===== src/rtl/sda_to_par.sv =====
// Serial-to-parallel receiver for a start/stop framed two-wire link.
// The scl/sda pins are oversampled on sclk and each frame is delivered as a word plus its one-hot decode.
module sda_to_par #(
  parameter int unsigned DW = 4
) (
  input  logic                sclk,
  input  logic                rst,
  input  logic                scl,
  input  logic                sda,
  output logic [DW-1:0]       data_out,
  output logic                valid,
  output logic                err,
  output logic [(2**DW)-1:0]  outhigh,
  output logic [7:0]          frame_cnt
);

  localparam int unsigned CW = $clog2(DW + 1);
  localparam int unsigned OW = 2 ** DW;

  typedef enum logic [1:0] {
    StIdle,
    StRecv,
    StWaitStop
  } state_e;

  // Two-stage synchronizers plus one delayed copy for edge detection.
  // All of these reset high so that idle pins do not look like edges.
  logic scl_m, scl_s, scl_d;
  logic sda_m, sda_s, sda_d;

  always_ff @(posedge sclk or posedge rst) begin
    if (rst) begin
      scl_m <= 1'b1;
      scl_s <= 1'b1;
      scl_d <= 1'b1;
      sda_m <= 1'b1;
      sda_s <= 1'b1;
      sda_d <= 1'b1;
    end else begin
      scl_m <= scl;
      scl_s <= scl_m;
      scl_d <= scl_s;
      sda_m <= sda;
      sda_s <= sda_m;
      sda_d <= sda_s;
    end
  end

  logic scl_rise;
  logic start_det;
  logic stop_det;

  // A data change coinciding with an scl rise counts only as a bit edge.
  assign scl_rise  = scl_s & ~scl_d;
  assign start_det = scl_s & ~scl_rise & sda_d & ~sda_s;
  assign stop_det  = scl_s & ~scl_rise & ~sda_d & sda_s;

  state_e        state_q, state_d;
  logic [CW-1:0] cnt_q, cnt_d;
  logic [DW-1:0] shift_q, shift_d;
  logic          accept;
  logic          abort;

  always_ff @(posedge sclk or posedge rst) begin
    if (rst) begin
      state_q <= StIdle;
      cnt_q   <= '0;
      shift_q <= '0;
    end else begin
      state_q <= state_d;
      cnt_q   <= cnt_d;
      shift_q <= shift_d;
    end
  end

  always_comb begin
    state_d = state_q;
    cnt_d   = cnt_q;
    shift_d = shift_q;
    accept  = 1'b0;
    abort   = 1'b0;
    unique case (state_q)
      StIdle: begin
        if (start_det) begin
          state_d = StRecv;
          cnt_d   = '0;
          shift_d = '0;
        end
      end
      StRecv: begin
        if (start_det) begin
          cnt_d   = '0;
          shift_d = '0;
        end else if (stop_det) begin
          abort   = 1'b1;
          state_d = StIdle;
        end else if (scl_rise) begin
          shift_d = DW'({shift_q, sda_s});
          cnt_d   = cnt_q + CW'(1);
          if (cnt_q == CW'(DW - 1)) begin
            state_d = StWaitStop;
          end
        end
      end
      StWaitStop: begin
        // The stop-setup clock (sda low) lands here and is ignored.
        if (start_det) begin
          state_d = StRecv;
          cnt_d   = '0;
          shift_d = '0;
        end else if (stop_det) begin
          accept  = 1'b1;
          state_d = StIdle;
        end
      end
      default: begin
        state_d = StIdle;
      end
    endcase
  end

  always_ff @(posedge sclk or posedge rst) begin
    if (rst) begin
      data_out  <= '0;
      outhigh   <= '0;
      frame_cnt <= '0;
      valid     <= 1'b0;
      err       <= 1'b0;
    end else begin
      valid <= accept;
      err   <= abort;
      if (accept) begin
        data_out  <= shift_q;
        outhigh   <= OW'(1) << shift_q;
        frame_cnt <= frame_cnt + 8'd1;
      end
    end
  end

endmodule


===== config.mk =====
export PLATFORM = sky130hd
export DESIGN_NAME = sda_to_par
export DESIGN_NICKNAME = d
export VERILOG_FILES = /design/src/rtl/sda_to_par.sv
export SDC_FILE = /design/constraint.sdc
export NUM_CORES = 1
export LEC_CHECK = 0
export CAP_MARGIN = 20
export CORE_AREA = 2 2 69 71
export CTS_CLUSTER_DIAMETER = 150
export DETAILED_ROUTE_END_ITERATION = 8
export DIE_AREA = 0 0 71 73
export PLACE_DENSITY_LB_ADDON = 0.2
export SKIP_CTS_REPAIR_TIMING = 1
export SLEW_MARGIN = 20
export SYNTH_ARGS = -nofsm -noshare
export SYNTH_HDL_FRONTEND = slang
export SYNTH_SLANG_ARGS = --single-unit

===== constraint.sdc =====
create_clock -name sclk -period 1.7 [get_ports sclk]
set_input_delay 0.425 -clock sclk [delete_from_list [all_inputs] [get_ports sclk]]
set_output_delay 0.425 -clock sclk [all_outputs]
set_load 0.005 [all_outputs]

=== Yosys cells after proc, flatten, opt, wreduce, memory -nomap -nowiden ===
Index checks and enable logic that the tools add are counted.

* Register bits: 45
* Bits of input ports: 4

* $add $sub $neg: 2
* Equality and inequality tests: 11
* Shifts and indexed selects: 1
* Multiplexer cells: 22
* Bitwise operators: 10
* Reduce and logical (&&, ||, !) cells: 5

{| class="wikitable"
|+ Operators by type and width
! cell !! count
|-
| 4-bit 2-to-1 mux || 4
|-
| 1-bit by 4-bit left shift with 16-bit output, first input constant || 1
|-
| 3-bit != test, second input constant || 5
|-
| 2-bit 2-to-1 mux || 7
|-
| 3-bit 2-to-1 mux || 4
|-
| 8-bit by 1-bit adder with 8-bit output, second input constant || 1
|-
| 4-bit one-hot mux with 2 select lines || 1
|-
| 1-bit AND || 6
|-
| 2-bit one-hot mux with 3 select lines || 1
|-
| 3-bit one-hot mux with 2 select lines || 1
|-
| 5-bit AND reduction || 1
|-
| 1-bit 2-to-1 mux || 4
|-
| 2-bit != test, second input constant || 2
|-
| 1-bit inverter || 4
|-
| 4-bit AND reduction || 1
|-
| 3-bit by 1-bit adder with 3-bit output, second input constant || 1
|-
| 3-bit by 2-bit equality test with 1-bit output, second input constant || 1
|-
| 2-bit by 1-bit equality test with 1-bit output, second input constant || 1
|-
| 2-bit equality test, second input constant || 1
|-
| 2-bit logical NOT || 1
|-
| 2-bit by 1-bit != test with 1-bit output, second input constant || 1
|-
| 2-bit nonzero test || 1
|-
| 2-bit OR reduction || 1
|}

=== Logic depth before layout (Yosys ltp) ===
* Depth after elaboration: 9
* Gate-level depth with buffers: 6
* Gate-level depth less buffers: 5

=== Least setup slack after synthesis ===
No wires, ideal clock.

* Path kind: register to register
* Start: reg scl_s
* End: reg outhigh[10]
* Library setup time: 0.110 ns
* Arrival: 1.534 ns
* Required time: 1.590 ns
* Setup slack: 0.056 ns
* Cell stages (with the launch flop): 7
* Path buffers: 3
* Period minus slack after synthesis: 1.644 ns
* Path through: dfstp_2 > buf_4 > nand4b_4 > or2_1 > buf_6 > buf_6 > o41ai_1

* Longest elaborated chain between the ends: 8
* Elaborated cells between the ends (all ways): 10
* Classes of those cells: mux (3); bitwise (7)

{| class="wikitable"
|+ Ends and longest elaborated chain
! item !! RTL line !! source
|-
| from (decl) || 28 || <nowiki>logic scl_m, scl_s, scl_d;</nowiki>
|-
| from (signal assigned) || 41 || <nowiki>scl_s <= scl_m;</nowiki>
|-
| 1-bit AND || 54 || <nowiki>assign scl_rise = scl_s & ~scl_d;</nowiki>
|-
| 1-bit inverter || 55, 56 ||
|-
| 1-bit AND (*) || 55, 56 ||
|-
| 1-bit AND (2 in a row) || 56 || <nowiki>assign stop_det = scl_s & ~scl_rise & ~sda_d & sda_s;</nowiki>
|-
| 1-bit 2-to-1 mux || 111 || <nowiki>end else if (stop_det) begin</nowiki>
|-
| 1-bit 2-to-1 mux (*) || 107 || <nowiki>if (start_det) begin</nowiki>
|-
| 1-bit 2-to-1 mux (*) || 82 || <nowiki>unique case (state_q)</nowiki>
|-
| to (signal assigned) || 134 || <nowiki>outhigh <= OW'(1) << shift_q;</nowiki>
|-
| to (decl) || 13 || <nowiki>output logic [(2**DW)-1:0] outhigh,</nowiki>
|}

Every way passes the cells marked *; elsewhere a longest branch is shown, timed or not.
A chain may end at the register's enable or synchronous reset.

=== Final worst setup path ===
* Start: reg frame_cnt[2]
* End: out frame_cnt[2]

{| class="wikitable"
|+ RTL lines
! item !! RTL line !! source
|-
| from (decl) || 14 || <nowiki>output logic [7:0] frame_cnt</nowiki>
|-
| from (signal assigned) || 135 || <nowiki>frame_cnt <= frame_cnt + 8'd1;</nowiki>
|}

No word-level cell between the ends.

==> out/metrics.csv <==
stage,metric,value,unit
logic_synthesis,most common cell in the netlist,dfrtp_1,
clocking,clock sink count,45,
logic_synthesis,Area contributors post-synth,"dfrtp_1 50%, dfstp_2 8.1%, o21ai_0 6.7%, o31ai_1 3.5%, o41ai_1 2.7%",
setup_path,crit-path cells,clkdlybuf4s50_1,
setup_path,Crit path buffers/inverters,1,
placement,Cells after DPL,251,
clocking,CTS root buf,clkbuf_8,
layout,fin nets,215,
global_route,total gr overflow,0,
drt,vias,1406,
clocking,htree depth,2,
logic_synthesis,register bit total from synthesis,45,
clocking,CTS max path bufs,2,
die,chip height,73,um
logic_synthesis,Yosys top cell area share,0.5006,
clocking,Clock transition at path regs,0.08,ns
logic_synthesis,Unique masters post-synth,34,
setup_path,startpoint types,flop,
pwr,PwrDens,990.3,nW/um^2
timing,worst rel slew slack,0.7606,
timing,Max Clock Freq,602.6,MHz
layout,fin area,2501,sq um
drt,Starting DRT DRC Count,118,
drt,routed wire length per instance,15.83,um
layout,Non-Filler Instances,263,
layout,# fillers,375,
global_route,initial antenna violation count,0,
die,core area,4536,sq um
logic_synthesis,Post-Syn Area,1949,sq um
drt,drt via density,5.346,
drt,Routed WL,4.163,mm
die,initial cell density of the core,0.4298,
worst_hold_path,Hold Crit Start,scl_m,
placement,DP Area,2360,sq um
run_status,status,"complete, no violations",
flow_run,max_cap viols,0,
setup_path,CP Data Required Time,1.27,ns
placement,DP HPWL,2.916,mm
logic_synthesis,post-synthesis sequential area ratio,0.5815,
timing,post-route clock period utilization,0.9762,
timing,final hold vios,0,
setup_path,Setup CP Type,reg -> out,
pwr,Design Power,2.477,mW
logic_synthesis,async set-or-reset flop fraction in the synthesized netlist,1.000,
setup_path,Worst Setup SP,frame_cnt[2],
layout,final core occ,0.5514,
setup_path,"setup slack, reg-to-reg",0.09,ns
logic_synthesis,Synth top cells by count,"39 x dfrtp_1, 26 x o21ai_0, 10 x inv_1",
clocking,Num CTS Buffers,5,
setup_path,Worst Path Arrival,1.23,ns
logic_synthesis,Syn Inst Count,168,
placement,port bufs,33,
die,die area,5183,sq um
die,Die X,71,um
timing,Slew @ Worst Pin,0.3559,ns
layout,layout cells sized above 1,0.1627,
global_route,largest net degree at the start of global routing,46,
setup_path,"Largest delay share family, worst path",buffers and inverters,
global_route,global-route wire length before repair,7.196,mm
logic_synthesis,Post-synth EDFFs,0,
die,# rows,25,
global_route,vias in the first global route,1418,
logic_synthesis,Mean Syn Cell Area,11.60,sq um
layout,Synth-to-Final Area Change,28.31,%
drt,ANT nets after route,0,
logic_synthesis,Main synth FF type,dfrtp_1,
logic_synthesis,Synthesized Nets,175,
layout,Diodes inserted,0,
logic_synthesis,YS warnings,0,
placement,GPL Wtd Cong,0.8054,
pwr,Pleak,1.125,nW
setup_path,Critical Path Sink Type,output pin,
timing,Fin Clk Skew,0.003905,ns
setup_path,FF-to-FF Start,scl_d,
clocking,CTS tree,yes,
pwr,Max rail drop VDD,0.5520,mV
die,num ports,34,
logic_synthesis,Yosys top cell by area,dfrtp_1,
setup_path,Slowest Stage Delay on Critical Path,0.53,ns
timing,# setup viols final,0,
clocking,worst skew pair latency,0.29,ns
drt,DRC,0,
timing,crit path time final,1.660,ns
setup_path,"Max stage delay cell, worst path",clkdlybuf4s50_1,
global_route,Total GRT Usage,0.1778,
worst_hold_path,min-delay worst type,reg -> reg,
timing,Max Slew Vio Count,0,
drt,First-pass DRT Iterations,4,
setup_path,Critical Path Fanout Max,5,
-- where the power goes --
group	total [mW]	leakage [nW]	switching [mW]	internal (mW)
sequential	1.32	0.598	0.138	1.18
combinational	0.536	0.487	0.309	0.227
clock	0.624	0.0395	0.332	0.292
-- cell usage in the layout (no fill, tap or decap), drive strengths merged, types with 3 or more instances in the layout --
cell type,Yosys,routed
dfrtp,39,39
clkdlybuf4s50,0,33
o21ai,26,26
buf,7,12
inv,10,10
nand2,9,9
o31ai,9,9
clkbuf,5,8
dfstp,6,6
o41ai,6,6
xor2,5,5
nand2b,4,4
nor3,4,4
mux2,4,4
mux2i,4,4
nand3,3,3
xnor2,3,3
nor2,3,3
ha,3,3
nand4b,3,3
-- path summary, 6_finish.rpt --
kind                                     end  cells past startpoint
worst min-delay path                   scl_s                      0
worst max-delay path            frame_cnt[2]                      1
worst min register to register         scl_s                      0
max in group asynchronous              sda_d                      3
worst max register to register    shift_q[1]                      3
min in group asynchronous       frame_cnt[7]                      3
-- area by class of cell --
type / instances / area [sq um] / share of cell area
multi-input combinational: 101 / 735.7 / 0.2941
sequential: 45 / 1135 / 0.4537
inverter: 10 / 37.54 / 0.01501
timing repair buffer: 45 / 445.4 / 0.1781
tap: 54 / 67.56 / 0.02701
clock buffer: 8 / 80.08 / 0.03202
-- per-stage QoR --
step | setup TNS, ns | hold WS [ns] | worst slack (ns)
floorplan | 0 | 0.3452 | 0.05589
global placement | 0 | 0.3463 | 0.1288
detailed placement | 0 | 0.3468 | 0.03865
CTS | 0 | 0.3579 | 0.01379
global route | -0.002315 | 0.3638 | -0.002315
finish | 0 | 0.3579 | 0.04040
-- routing by layer --
metal / vias to the layer above / track usage / share of wire
met5: - / 0 / 0
met4: 0 / 0.07128 / 0.022
li1: 673 / - / -
met2: 40 / 0.2700 / 0.48
met3: 10 / 0.04558 / 0.049
met1: 683 / 0.2451 / 0.45
-- kinds of logic (layout without fill, tap and decap cells) --
logic type               Yosys count  count (layout)  synth area share
AND/OR/NAND/NOR                   35              35            0.1059
XOR/XNOR                           8               8           0.03594
AO/OA/AOI/OAI                     47              47            0.1573
flip-flops                        45              45            0.5815
buffers and inverters             22              63           0.05648
multiplexers                       8               8           0.04364
adder cells (fa/ha/maj)            3               3           0.01926
-- sequential cells by signal, summed over array words and instances (netlist names), 2 cells and up --
signal     flops
cnt_q          3
shift_q        4
frame_cnt      8
state_q        2
data_out       4
outhigh       16
Power figures use the tool's default switching activity.
